File: config.mk
export PLATFORM = sky130hd
export DESIGN_NAME = mac_unit_flat
export DESIGN_NICKNAME = d
export VERILOG_FILES = /design/src/rtl/mac_unit_if.sv /design/src/rtl/mac_unit.sv /design/src/flat_wrapper.sv
export SDC_FILE = /design/constraint.sdc
export NUM_CORES = 2
export LEC_CHECK = 0
export CAP_MARGIN = 20
export CORE_MARGIN = 2
export CORE_UTILIZATION = 60
export CTS_CLUSTER_DIAMETER = 50
export CTS_CLUSTER_SIZE = 12
export DETAILED_ROUTE_END_ITERATION = 12
export GPL_TIMING_DRIVEN = 0
export HOLD_SLACK_MARGIN = 0.05
export PLACE_DENSITY = 0.79
export SLEW_MARGIN = 20
export SYNTH_ARGS = -nofsm -noshare
export SYNTH_HDL_FRONTEND = slang
export SYNTH_SLANG_ARGS = --single-unit
File: constraint.sdc
create_clock -name clk -period 4.9 [get_ports clk]
set_clock_uncertainty 0.05 [all_clocks]
set_input_delay 0.98 -clock clk [delete_from_list [all_inputs] [get_ports clk]]
set_output_delay 0.98 -clock clk [all_outputs]
set_load 0.05 [all_outputs]
File: src/rtl/mac_unit_if.sv
// Operand/result bundle for mac_unit: the master drives the control and operands,
// the slave (the MAC) returns the registered accumulator and its sticky overflow flag.
interface mac_unit_if #(
    parameter int DATA_WIDTH = 32
);
    logic                  clear;
    logic                  enable;
    logic [DATA_WIDTH-1:0] a_in;
    logic [DATA_WIDTH-1:0] b_in;
    logic [DATA_WIDTH-1:0] accum_out;
    logic                  overflow;

    modport master (
        output clear, enable, a_in, b_in,
        input  accum_out, overflow
    );

    modport slave (
        input  clear, enable, a_in, b_in,
        output accum_out, overflow
    );
endinterface

File: src/rtl/mac_unit.sv
// Signed multiply-accumulate, one-cycle latency, with a sticky overflow flag.
// Define MAC_SATURATE_EN to clamp overflowing results instead of wrapping.
module mac_unit #(
    parameter int DATA_WIDTH = 32
) (
    input  logic        clk,
    input  logic        reset,
    mac_unit_if.slave   bus
);
    localparam int W = DATA_WIDTH;

    logic signed [2*W-1:0] a_ext;
    logic signed [2*W-1:0] b_ext;
    logic signed [2*W-1:0] product;
    logic signed [2*W:0]   base_ext;
    logic signed [2*W:0]   sum;
    logic                  step_ovf;
    logic [W-1:0]          result;
    logic [W-1:0]          accum_d;
    logic [W-1:0]          accum_q;
    logic                  overflow_d;
    logic                  overflow_q;

    always_comb begin
        a_ext    = {{W{bus.a_in[W-1]}}, bus.a_in};
        b_ext    = {{W{bus.b_in[W-1]}}, bus.b_in};
        product  = a_ext * b_ext;
        base_ext = bus.clear ? '0 : {{(W+1){accum_q[W-1]}}, accum_q};
        // 2W+1 bits holds any product plus any accumulator value exactly.
        sum      = {product[2*W-1], product} + base_ext;
        // Fits in W bits only when every bit from the top down to bit W-1 agrees.
        step_ovf = !((&sum[2*W:W-1]) || !(|sum[2*W:W-1]));

`ifdef MAC_SATURATE_EN
        if (step_ovf) begin
            result = sum[2*W] ? {1'b1, {(W-1){1'b0}}} : {1'b0, {(W-1){1'b1}}};
        end else begin
            result = sum[W-1:0];
        end
`else
        result = sum[W-1:0];
`endif

        accum_d    = accum_q;
        overflow_d = overflow_q;
        if (bus.enable) begin
            accum_d    = result;
            overflow_d = bus.clear ? step_ovf : (overflow_q | step_ovf);
        end else if (bus.clear) begin
            accum_d    = '0;
            overflow_d = 1'b0;
        end
    end

    always_ff @(posedge clk or negedge reset) begin
        if (!reset) begin
            accum_q    <= '0;
            overflow_q <= 1'b0;
        end else begin
            accum_q    <= accum_d;
            overflow_q <= overflow_d;
        end
    end

    assign bus.accum_out = accum_q;
    assign bus.overflow  = overflow_q;
endmodule

File: src/flat_wrapper.sv
// flat-port wrapper written by rule: the top's interface ports become plain ports
module mac_unit_flat 
#(
    parameter int DATA_WIDTH = 32
)
  (clk, reset, bus_clear, bus_enable, bus_a_in, bus_b_in, bus_accum_out, bus_overflow);
  mac_unit_if #(.DATA_WIDTH(DATA_WIDTH)) bus_i ();
  input  logic clk;
  input  logic reset;
  input wire logic [$bits(bus_i.clear)-1:0] bus_clear;
  input wire logic [$bits(bus_i.enable)-1:0] bus_enable;
  input wire logic [$bits(bus_i.a_in)-1:0] bus_a_in;
  input wire logic [$bits(bus_i.b_in)-1:0] bus_b_in;
  output wire logic [$bits(bus_i.accum_out)-1:0] bus_accum_out;
  output wire logic [$bits(bus_i.overflow)-1:0] bus_overflow;
  assign bus_i.clear = bus_clear;
  assign bus_i.enable = bus_enable;
  assign bus_i.a_in = bus_a_in;
  assign bus_i.b_in = bus_b_in;
  assign bus_accum_out = bus_i.accum_out;
  assign bus_overflow = bus_i.overflow;
  mac_unit #(.DATA_WIDTH(DATA_WIDTH)) u_core (.clk(clk), .reset(reset), .bus(bus_i));
endmodule
==> metrics.yaml <==
synth:
  seq_area_frac_synth_pct: 2.031
  syn_nets: 5732
  syn_avg_cell_area_um2: 9.384
  syn_area_um2: 40660
  ys_seq_elements: 33
  synth_edf_count: 0
  synth.distinct_cells: 79
  synthFlopType: "dfrtp_1"
  syn_inst: 4333
  synthArstFlopShare_pct: 100.0
  yosysWarnings: 0
hold_path:
  hold_path.class: "primary input to async pin"
floorplan:
  die_w_um: 264.3
  core.rowCount: 95
  dieArea_um2: 69870
  ios: 101
  core_area_um2: 67160
  die-height_um: 264.3
  start_util_pct: 60.55
routing:
  viasPerCell: 6.099
  drtPass1Iterations: 8
  vias: 33320
  drc: 0
  wirelength_um: 139200
  wl_per_cell_um: 25.48
  drt_iter0_drc: 3464
  ant_nets: 0
timing:
  max_freq_mhz: 87.78
  relSlewSlack_pct: 29.56
  fin_crit_ps: 11390
  final_max_slew_viol_count: 0
  finalHoldViolations: 0
  fin_ws_ps: -6492
  setup_viol: 27
  grt_setup_unrepaired: "yes"
  worstMarginPinSlew_ps: 1055
  tns_ps: -89730
  min_period_over_period_pct: 232.5
grt:
  track_usage_pct: 40.23
  grt_pass1_vias: 35120
  grt-ovfl-total: 0
  antenna_found_initial: 4
  grt_pass1_wl_um: 209700
  grt_max_degree: 24
final_layout:
  final_common_cell: "fa_1"
  final_cell_mix: "1,022 x fa_1, 744 x inv_1, 554 x and2_1"
  syn_to_final_growth_pct: 18.64
  layout-drive-gt1-share_pct: 17.45
  nets: 5987
job:
  cap_violations: 0
cts:
  clock_path_buffers: 2
  htree_levels: 2
  cts_hold_buffers: 0
  cts.root.buffer_cell: "clkbuf_16"
  clk_pin_slew_ps: 50
  numCtsBuffers: 5
  cts_tree: "built"
  clk_latency_ps: 280
  clkSinkCount: 33
worst_setup_path:
  worst_path_most_repeated_cell: "fa_1"
  crit_path_start_kind: "primary input"
  critPathKind: "primary input to flop"
  cpMaxStageDelayCell: "fa_2"
  cp.required_ps: 5010
  cp-end-kind: "flop"
  crit_fanout: 10
  critical_path.max_stage_delay_ps: 660
  arrival_ps: 11510
outcome:
  violations: "setup timing"
  status: "finished, violations left"
placement:
  dp_hpwl_um: 113000
  port_buffers: 99
  gp_congestion: 1.087
-- cell type report --
| type | instances | area (um^2) |
|---|---|---|
| multi-input combinational | 3294 | 38170 |
| fill | 4634 | 18920 |
| inverter | 778 | 2939 |
| buffer | 225 | 2798 |
| timing repair buffer | 251 | 2278 |
| tap | 873 | 1092 |
| sequential | 33 | 825.8 |
| clock buffer | 6 | 128.9 |
| clock inverter | 2 | 10.01 |
| antenna | 1 | 2.502 |
-- logic make-up (layout without fill, tap and decap cells) --
group	after synthesis	after routing	synth area share, %
other	0	1	0
flip-flops	33	33	2.031
buffers and inverters	1006	1262	9.367
adder cells (fa/ha/maj)	1331	1331	60.95
XOR/XNOR	129	129	2.779
multiplexers	26	26	0.7170
AND/OR/NAND/NOR	1394	1394	17.61
AO/OA/AOI/OAI	414	414	6.542
-- critical path: cells and delay by family --
| family | cells | cell delay [ps] |
|---|---|---|
| buffers and inverters | 7 | 720 |
| adders and majority gates | 10 | 4610 |
| and+or+nand+nor | 9 | 1840 |
| AOI/OAI and AO/OA | 13 | 3080 |
| xor gates and xnor gates | 2 | 270 |
-- registers in the layout (all words and copies together), names as in the netlist --
signal and count:
u_core.bus.accum_out 32, u_core.bus.overflow 1
-- path summary, 6_finish.rpt --
path                                                              to  slack [ps]                                start  depth (start not counted)
worst max-delay path                 u_core.bus.overflow$_DFFE_PN0P_       -6490                          bus_b_in[9]                         41
worst min-delay path            u_core.bus.accum_out[15]$_DFFE_PN0P_         540                                reset                          1
worst max register to register       u_core.bus.overflow$_DFFE_PN0P_         210  u_core.bus.accum_out[0]$_DFFE_PN0P_                         17
worst min register to register   u_core.bus.accum_out[1]$_DFFE_PN0P_         620  u_core.bus.accum_out[1]$_DFFE_PN0P_                          2
max in group asynchronous       u_core.bus.accum_out[23]$_DFFE_PN0P_        3830                                reset                          2
min in group clk                 u_core.bus.accum_out[1]$_DFFE_PN0P_         620  u_core.bus.accum_out[1]$_DFFE_PN0P_                          2
-- per-layer routing --
metal  global-route usage, %  vias up  routed length, um
met4                   23.08        4              12230
met5                       0        -                 25
li1                        -    13570                  -
met1                   50.38    16790              47110
met3                   12.84      676              18550
met2                   61.91     2289              61280
-- metrics by stage --
stage	std cells	hold slack, ps	util (%)	instance area [um^2]	setup slack, ps
after floorplan	4333	634.4	-	41560	-5729
after CTS	5388	550.5	69.22	46490	-6329
after global routing	5463	563.0	71.83	48240	-6743
final	5463	543.1	71.83	48240	-6492
after global placement	5305	606.1	64.98	43640	-8193
after detailed placement	5307	624.4	65.07	43700	-8134
-- timing repair --
item | CTS | global route
cloned | 2 | 1
setup buffers | 73 | 76
pin swaps | 76 | 165
resized for setup | 781 | 397
endpoints found under the setup margin | 29 | 29
-- synthesized netlist by cell type, types with 7 or more instances --
| master | instances | share of area, % |
|---|---|---|
| nor4_1 | 9 | 0.14 |
| a21o_1 | 58 | 1.1 |
| nand2_1 | 537 | 5.0 |
| nand3_1 | 33 | 0.41 |
| a31oi_1 | 13 | 0.20 |
| xor2_1 | 45 | 0.97 |
| nor2_1 | 83 | 0.77 |
| o211ai_1 | 9 | 0.17 |
| inv_1 | 778 | 7.2 |
| fa_1 | 1083 | 53 |
| dfrtp_1 | 33 | 2.0 |
| and2_1 | 561 | 8.6 |
| nand4_1 | 25 | 0.38 |
| o21bai_1 | 18 | 0.33 |
| nor2b_1 | 47 | 0.72 |
| buf_2 | 7 | 0.086 |
| clkbuf_1 | 213 | 2.0 |
| o21a_1 | 26 | 0.48 |
| mux2_2 | 25 | 0.69 |
| xnor2_1 | 84 | 1.8 |
| o21ai_0 | 71 | 0.87 |
| o31ai_1 | 7 | 0.13 |
| a21oi_1 | 137 | 1.7 |
| nor3_1 | 31 | 0.38 |
| nand2b_1 | 33 | 0.51 |
| ha_1 | 248 | 7.6 |
| a211oi_1 | 13 | 0.24 |
Power is left out: the tool's default activity adds up to more than one toggle a clock period on the data nets, which glitch-free logic cannot reach.
